===== src/rtl/multicycle_control_unit.sv =====
// Multi-cycle RV32I control FSM: sequences FETCH/DECODE/EXECUTE/MEM/WB over a shared datapath
// with a mem_ready handshake, trapping on illegal opcodes and memory timeouts.
module multicycle_control_unit #(
    parameter int MEM_TIMEOUT  = 16,
    parameter bit ILLEGAL_TRAP = 1'b1
) (
    input  logic        clk,
    input  logic        rst,
    input  logic [31:0] instr,
    input  logic        mem_ready,
    input  logic        ZeroFlag,
    input  logic        NegativeFlag,
    input  logic        OverflowFlag,
    input  logic        CarryFlag,
    output logic        mem_req,
    output logic        MemWrite,
    output logic [1:0]  MemSize,
    output logic        ExtSign,
    output logic        ir_write,
    output logic        pc_write,
    output logic        PCSel,
    output logic        RegWrite,
    output logic [1:0]  ResultSrc,
    output logic [1:0]  AluSrcASel,
    output logic [1:0]  AluSrcBSel,
    output logic [3:0]  AluOp,
    output logic [2:0]  ImmSel,
    output logic        trap,
    output logic [2:0]  state
);
    typedef enum logic [2:0] {
        S_FETCH = 3'd0, S_DECODE = 3'd1, S_EXECUTE = 3'd2,
        S_MEM   = 3'd3, S_WB     = 3'd4, S_TRAP    = 3'd5
    } state_e;

    localparam logic [6:0] OPC_LOAD   = 7'h03;
    localparam logic [6:0] OPC_OPIMM  = 7'h13;
    localparam logic [6:0] OPC_AUIPC  = 7'h17;
    localparam logic [6:0] OPC_STORE  = 7'h23;
    localparam logic [6:0] OPC_OP     = 7'h33;
    localparam logic [6:0] OPC_LUI    = 7'h37;
    localparam logic [6:0] OPC_BRANCH = 7'h63;
    localparam logic [6:0] OPC_JALR   = 7'h67;
    localparam logic [6:0] OPC_JAL    = 7'h6F;

    localparam logic [3:0] ALU_ADD = 4'd0, ALU_SUB = 4'd1, ALU_SLL = 4'd2, ALU_SLT = 4'd3,
                           ALU_SLTU = 4'd4, ALU_XOR = 4'd5, ALU_SRL = 4'd6, ALU_SRA = 4'd7,
                           ALU_OR = 4'd8, ALU_AND = 4'd9;
    localparam logic [2:0] IMM_I = 3'd0, IMM_S = 3'd1, IMM_B = 3'd2, IMM_U = 3'd3, IMM_J = 3'd4;
    localparam logic [1:0] A_RS1 = 2'd0, A_PC = 2'd1, A_ZERO = 2'd2;
    localparam logic [1:0] B_RS2 = 2'd0, B_IMM = 2'd1, B_FOUR = 2'd2;
    localparam logic [1:0] RES_ALU = 2'd0, RES_MEM = 2'd1, RES_PC = 2'd2;

    // Counter only has to reach MEM_TIMEOUT-1.
    localparam int CW = (MEM_TIMEOUT > 2) ? $clog2(MEM_TIMEOUT) : 1;
    localparam logic [CW-1:0] WAIT_LIMIT = CW'((MEM_TIMEOUT > 0) ? MEM_TIMEOUT - 1 : 0);

    state_e        state_q, state_d;
    logic [CW-1:0] wait_q, wait_d;

    logic [6:0] opcode;
    logic [2:0] funct3;
    logic       funct7b5, legal, is_load, is_store, taken;

    assign opcode   = instr[6:0];
    assign funct3   = instr[14:12];
    assign funct7b5 = instr[30];
    assign is_load  = (opcode == OPC_LOAD);
    assign is_store = (opcode == OPC_STORE);
    assign state    = state_q;

    always_comb begin
        case (opcode)
            OPC_LOAD, OPC_OPIMM, OPC_AUIPC, OPC_STORE, OPC_OP,
            OPC_LUI, OPC_BRANCH, OPC_JALR, OPC_JAL: legal = 1'b1;
            default:                                legal = 1'b0;
        endcase
    end

    always_comb begin
        case (funct3)
            3'b000:  taken = ZeroFlag;
            3'b001:  taken = !ZeroFlag;
            3'b100:  taken = NegativeFlag ^ OverflowFlag;
            3'b101:  taken = !(NegativeFlag ^ OverflowFlag);
            3'b110:  taken = !CarryFlag;
            3'b111:  taken = CarryFlag;
            default: taken = 1'b0;
        endcase
    end

    function automatic logic [3:0] alu_decode(input logic [2:0] f3, input logic b30,
                                              input logic is_reg);
        case (f3)
            3'b000:  return (is_reg && b30) ? ALU_SUB : ALU_ADD;
            3'b001:  return ALU_SLL;
            3'b010:  return ALU_SLT;
            3'b011:  return ALU_SLTU;
            3'b100:  return ALU_XOR;
            3'b101:  return b30 ? ALU_SRA : ALU_SRL;
            3'b110:  return ALU_OR;
            default: return ALU_AND;
        endcase
    endfunction

    // NOTE: sequential state uses non-blocking assignments so every register samples pre-edge values.
    always_ff @(posedge clk or posedge rst) begin
        if (rst) begin
            state_q <= S_FETCH;
            wait_q  <= '0;
        end else begin
            state_q <= state_d;
            wait_q  <= wait_d;
        end
    end

    // NOTE: defaults first in every always_comb so no path leaves a signal unassigned (no latches).
    always_comb begin
        state_d = state_q;
        wait_d  = '0;
        case (state_q)
            S_FETCH, S_MEM: begin
                if (mem_ready) begin
                    if (state_q == S_FETCH) state_d = S_DECODE;
                    else                    state_d = is_load ? S_WB : S_FETCH;
                end else if ((MEM_TIMEOUT > 0) && (wait_q == WAIT_LIMIT)) begin
                    state_d = S_TRAP;
                end else begin
                    wait_d = wait_q + 1'b1;
                end
            end
            S_DECODE: begin
                if (legal)             state_d = S_EXECUTE;
                else if (ILLEGAL_TRAP) state_d = S_TRAP;
                else                   state_d = S_FETCH;
            end
            S_EXECUTE: begin
                case (opcode)
                    OPC_LOAD, OPC_STORE:                    state_d = S_MEM;
                    OPC_OP, OPC_OPIMM, OPC_LUI, OPC_AUIPC: state_d = S_WB;
                    default:                                state_d = S_FETCH;
                endcase
            end
            S_WB:    state_d = S_FETCH;
            S_TRAP:  state_d = S_TRAP;
            default: state_d = S_FETCH;
        endcase
    end

    always_comb begin
        mem_req    = 1'b0;
        MemWrite   = 1'b0;
        MemSize    = 2'd0;
        ExtSign    = 1'b0;
        ir_write   = 1'b0;
        pc_write   = 1'b0;
        PCSel      = 1'b0;
        RegWrite   = 1'b0;
        ResultSrc  = RES_ALU;
        AluSrcASel = A_RS1;
        AluSrcBSel = B_RS2;
        AluOp      = ALU_ADD;
        ImmSel     = IMM_I;
        trap       = 1'b0;
        // Gated by rst so mem_req drops the instant reset is asserted.
        if (!rst) begin
            case (state_q)
                S_FETCH: begin
                    mem_req    = 1'b1;
                    MemSize    = 2'd2;
                    AluSrcASel = A_PC;
                    AluSrcBSel = B_FOUR;
                    ir_write   = mem_ready;
                    pc_write   = mem_ready;
                end
                S_DECODE: begin
                    AluSrcASel = A_PC;
                    AluSrcBSel = B_IMM;
                    case (opcode)
                        OPC_STORE:          ImmSel = IMM_S;
                        OPC_BRANCH:         ImmSel = IMM_B;
                        OPC_LUI, OPC_AUIPC: ImmSel = IMM_U;
                        OPC_JAL:            ImmSel = IMM_J;
                        default:            ImmSel = IMM_I;
                    endcase
                end
                S_EXECUTE: begin
                    case (opcode)
                        OPC_OP:    AluOp = alu_decode(funct3, funct7b5, 1'b1);
                        OPC_OPIMM: begin
                            AluSrcBSel = B_IMM;
                            AluOp      = alu_decode(funct3, funct7b5, 1'b0);
                        end
                        OPC_LUI, OPC_AUIPC: begin
                            AluSrcASel = (opcode == OPC_LUI) ? A_ZERO : A_PC;
                            AluSrcBSel = B_IMM;
                            ImmSel     = IMM_U;
                        end
                        OPC_LOAD, OPC_STORE: begin
                            AluSrcBSel = B_IMM;
                            ImmSel     = is_store ? IMM_S : IMM_I;
                        end
                        OPC_BRANCH: begin
                            AluOp    = ALU_SUB;
                            pc_write = taken;
                            PCSel    = taken;
                        end
                        OPC_JAL, OPC_JALR: begin
                            AluSrcBSel = (opcode == OPC_JALR) ? B_IMM : B_RS2;
                            pc_write   = 1'b1;
                            PCSel      = (opcode == OPC_JAL);
                            RegWrite   = 1'b1;
                            ResultSrc  = RES_PC;
                        end
                        default: ;
                    endcase
                end
                S_MEM: begin
                    mem_req  = 1'b1;
                    MemWrite = is_store;
                    MemSize  = funct3[1:0];
                    ExtSign  = is_load && !funct3[2];
                end
                S_WB: begin
                    RegWrite  = 1'b1;
                    ResultSrc = is_load ? RES_MEM : RES_ALU;
                end
                S_TRAP:  trap = 1'b1;
                default: ;
            endcase
        end
    end
endmodule


===== config.mk =====
export PLATFORM = sky130hd
export DESIGN_NAME = multicycle_control_unit
export DESIGN_NICKNAME = d
export VERILOG_FILES = /design/src/rtl/multicycle_control_unit.sv
export SDC_FILE = /design/constraint.sdc
export NUM_CORES = 1
export LEC_CHECK = 0
export BUFFER_PORTS_ARGS = -buffer_cell sky130_fd_sc_hd__buf_2
export CAP_MARGIN = 40
export CORE_MARGIN = 3
export CORE_UTILIZATION = 37
export DETAILED_ROUTE_END_ITERATION = 10
export PLACE_DENSITY = 0.8
export SLEW_MARGIN = 15
export SYNTH_ARGS = -nofsm -noshare
export SYNTH_HDL_FRONTEND = slang
export SYNTH_SLANG_ARGS = --single-unit

===== constraint.sdc =====
create_clock -name clk -period 1.8 [get_ports clk]
set_input_delay 0.36 -clock clk [delete_from_list [all_inputs] [get_ports clk]]
set_output_delay 0.36 -clock clk [all_outputs]
set_load 0.005 [all_outputs]

==> impl_metrics.toml <==
[place]
portBuffers = 43
place_ws_ns = -0.0977
place_hpwl_um = 2310
placed_cells = 210
placed_cell_area_um2 = 1320
gp_congestion = 0.833

[synthesis]
yosys-top-cells-count = "13 x nor2_1, 12 x a21oi_1, 8 x nand2_1"
synth_top_family_by_area = "simple AND/OR/NAND/NOR gates"
netlist_top_cells_area = "dfrtp_1 18%, a21oi_1 6.3%, nor2_1 5.1%"
ys_ff_latch = 7
synthFlopType = "dfrtp_1"
synth-edff-count = 0
syn_area_um2 = 952
yosysMostFrequentCell = "nor2_1"
synth_warnings = 0
synth_fp_nets = 167
synth_top_area_frac = 0.184
yosysTopAreaCell = "dfrtp_1"
synth_compound_area_frac = 0.209
seq_area_frac_synth = 0.184
async_reset_ff_frac = 1.00
synth.distinct_cells = 47
synth-adder-area-share = 0.0131
synth_mux_area_frac = 0.0105
syn_area_per_cell_um2 = 7.50
synthCells = 127
synthXorXnorAreaFrac = 0.0696
yosys.area_share.simple = 0.438

[grt]
grtUsageTotal = 0.207
grt_pass1_vias = 1207
grt_pass1_wl_um = 5290
antenna_found_initial = 0
grt-ovfl-total = 0
grt_max_degree = 18

[detailed_routing]
remaining_drc_errors = 0
detail-route-antenna-nets = 0
drt-total-wl_um = 4180
firstDrtPassIters = 5
vias = 1355
vias_per_cell = 5.87
drt_iter0_drc = 56
routedWlPerCell_um = 18.1

[clock_network]
ctsHtreeMaxLevel = 1
root_buffer = "clkbuf_4"
cts_tree = "done"
clock_path_buffers = 2
cts_buffers = 3
hold_buffers = 0
clk_pin_slew_ns = 0.06
cts.sinks = 7
clk_latency_ns = 0.26

[critical_path]
r2r_end = "state[2]$_DFFE_PP0P_"
cp.buffers_inverters = 1
crit_fanout = 3
startpoint = "state[2]$_DFFE_PP0P_"
slowest_stage = "or4b_4"
critical_path_required_ns = 1.44
path_cells = "or4b_4, nor3_4, nand2_2, nor2_1, buf_2"
arrival_ns = 1.76
cp-endpoint = "AluOp[2]"
worstSetupPathDepth = 5
cp_top_family = "simple AND/OR/NAND/NOR gates"
startpoint_type = "flop"
slowest_delay_ns = 0.56
ff2ff_path_depth = 6
critPathKind = "reg2out"
rrSetupSlack_ns = 0.04
r2r-start = "state[1]$_DFFE_PP0P_"
critPathCaptureType = "primary output"

[status]
failed_checks = "negative setup slack"
status = "finished, violations left"

[floorplan]
die_area_um2 = 3220
core_area_um2 = 2320
die_w_um = 56.7
core.rowCount = 17
dieHeight_um = 56.7
start_util = 0.411
boundaryPins = 65

[final_layout]
syn_to_final_growth_pct = 78.3
drive_gt1_frac = 0.616
final_area_um2 = 1700
antenna_cells = 0
nFillCells = 158
multi_input_area_um2 = 865
nets = 244
fin_cells = 231
seq_area_um2 = 176

[sta]
fmax_ghz = 0.472
relSlewSlack = 0.682
finalHoldViolations = 0
finalSetupViolCount = 16
tns_ns = -2.35
finalMaxSlewViolations = 0
worst_pin_slew_ns = 0.476
rsz0062_at_grt = "true"
final.min_clock_period_ns = 2.12
fin_skew_ns = 0.00882
setup_slack_ns = -0.319
timing.final.crit_share = 1.18

[worst_hold_path]
worstHoldPathType = "in2async"

[power_and_ir_drop]
peakVddDrop_uv = 730
power.leakage_uw = 0.000796
p_clk_frac = 0.127
p_int_uw = 677
pwr-share-comb = 0.697
seqPwrFrac = 0.176
cellPowerDensity_nw_per_um2 = 714
p_sw_frac = 0.441
power_switching_uw = 535

[job]
drv_cap = 0
==> tightest hold or removal path, cell delays in order <==
cell and delay, ns:
buf_2 0.12, buf_4 0.15, inv_1 0.07, buf_4 0.16
==> worst min path at each step <==
stage / start / to / depth (start not counted)
finish: rst / wait_q[0]$_DFF_PP0_ / 4
global placement: wait_q[0]$_DFF_PP0_ / wait_q[0]$_DFF_PP0_ / 1
detailed placement: wait_q[0]$_DFF_PP0_ / wait_q[0]$_DFF_PP0_ / 1
floorplan: rst / state[0]$_DFFE_PP0P_ / 1
global route: rst / state[1]$_DFFE_PP0P_ / 4
CTS: rst / wait_q[1]$_DFF_PP0_ / 4
==> cell families (layout without fill, tap and decap cells) <==
kind of cell    after synthesis  after routing
flops                         7              7
simple gates                 66             66
mux                           1              1
compound gates               30             30
xor+xnor                      6              6
fa+ha+maj                     1              1
buf+inv                      16             92
==> state kept, by name, indices dropped and copies added (netlist names) <==
register and flops:
wait_q 4, state 3
==> metal layers <==
layer  track usage  share of wire
met5             0              0
met4        0.0828          0.023
met3        0.0460          0.086
met2         0.356           0.52
met1         0.248           0.37
==> cells in the final DEF (no fill, tap or decap), drive strengths merged <==
cell      n
xnor3     1
xnor2     2
and3      4
clkbuf    5
or2       5
o211ai    1
a221o     1
a211oi    2
dfrtp     7
nand3     3
o311ai    1
nor2b     2
nor3      7
and4bb    1
o32ai     1
xor2      3
or3       2
nor2     13
ha        1
nor4b     2
nor4      3
mux2i     1
buf      82
or4b      2
nand4b    1
a21boi    2
inv       5
a31oi     1
o21ai     4
nor3b     2
or4       1
and2      2
o2111ai   1
nand3b    3
a21oi    12
nand2     8
o22ai     3
nand2b    5
a22o      1
==> through the flow <==
step | total power, uW | utilization | hold slack [ns]
final | 1210 | 0.732 | 0.269
after global routing | 1280 | 0.732 | 0.303
after CTS | 1040 | 0.634 | 0.231
after detailed placement | 749 | 0.570 | 0.455
after global placement | 730 | 0.570 | 0.445
after floorplan | 545 | - | 0.171
==> power groups by stage <==
stage	combinational, uW	sequential [uW]	clock [uW]
after floorplan	325	220	0
after global placement	524	206	0
after detailed placement	540	209	0
after CTS	675	208	155
after global routing	901	212	164
final	845	213	154
==> repair_timing <==
| action | 4_1_cts | 5_1_grt |
|---|---|---|
| endpoints found under the setup margin | 18 | 18 |
| gates cloned | 0 | 1 |
| gates resized for setup | 20 | 26 |
| pin swaps | 3 | 11 |
| buffers inserted | 4 | 12 |
==> area by class of cell <==
cell class / instances / share of cell area
clock buffer: 4 / 0.0155
inverter: 5 / 0.0111
multi-input combinational: 104 / 0.509
sequential: 7 / 0.104
tap: 28 / 0.0206
timing repair buffer: 83 / 0.340
No activity file was read; power rests on OpenSTA's default activity.
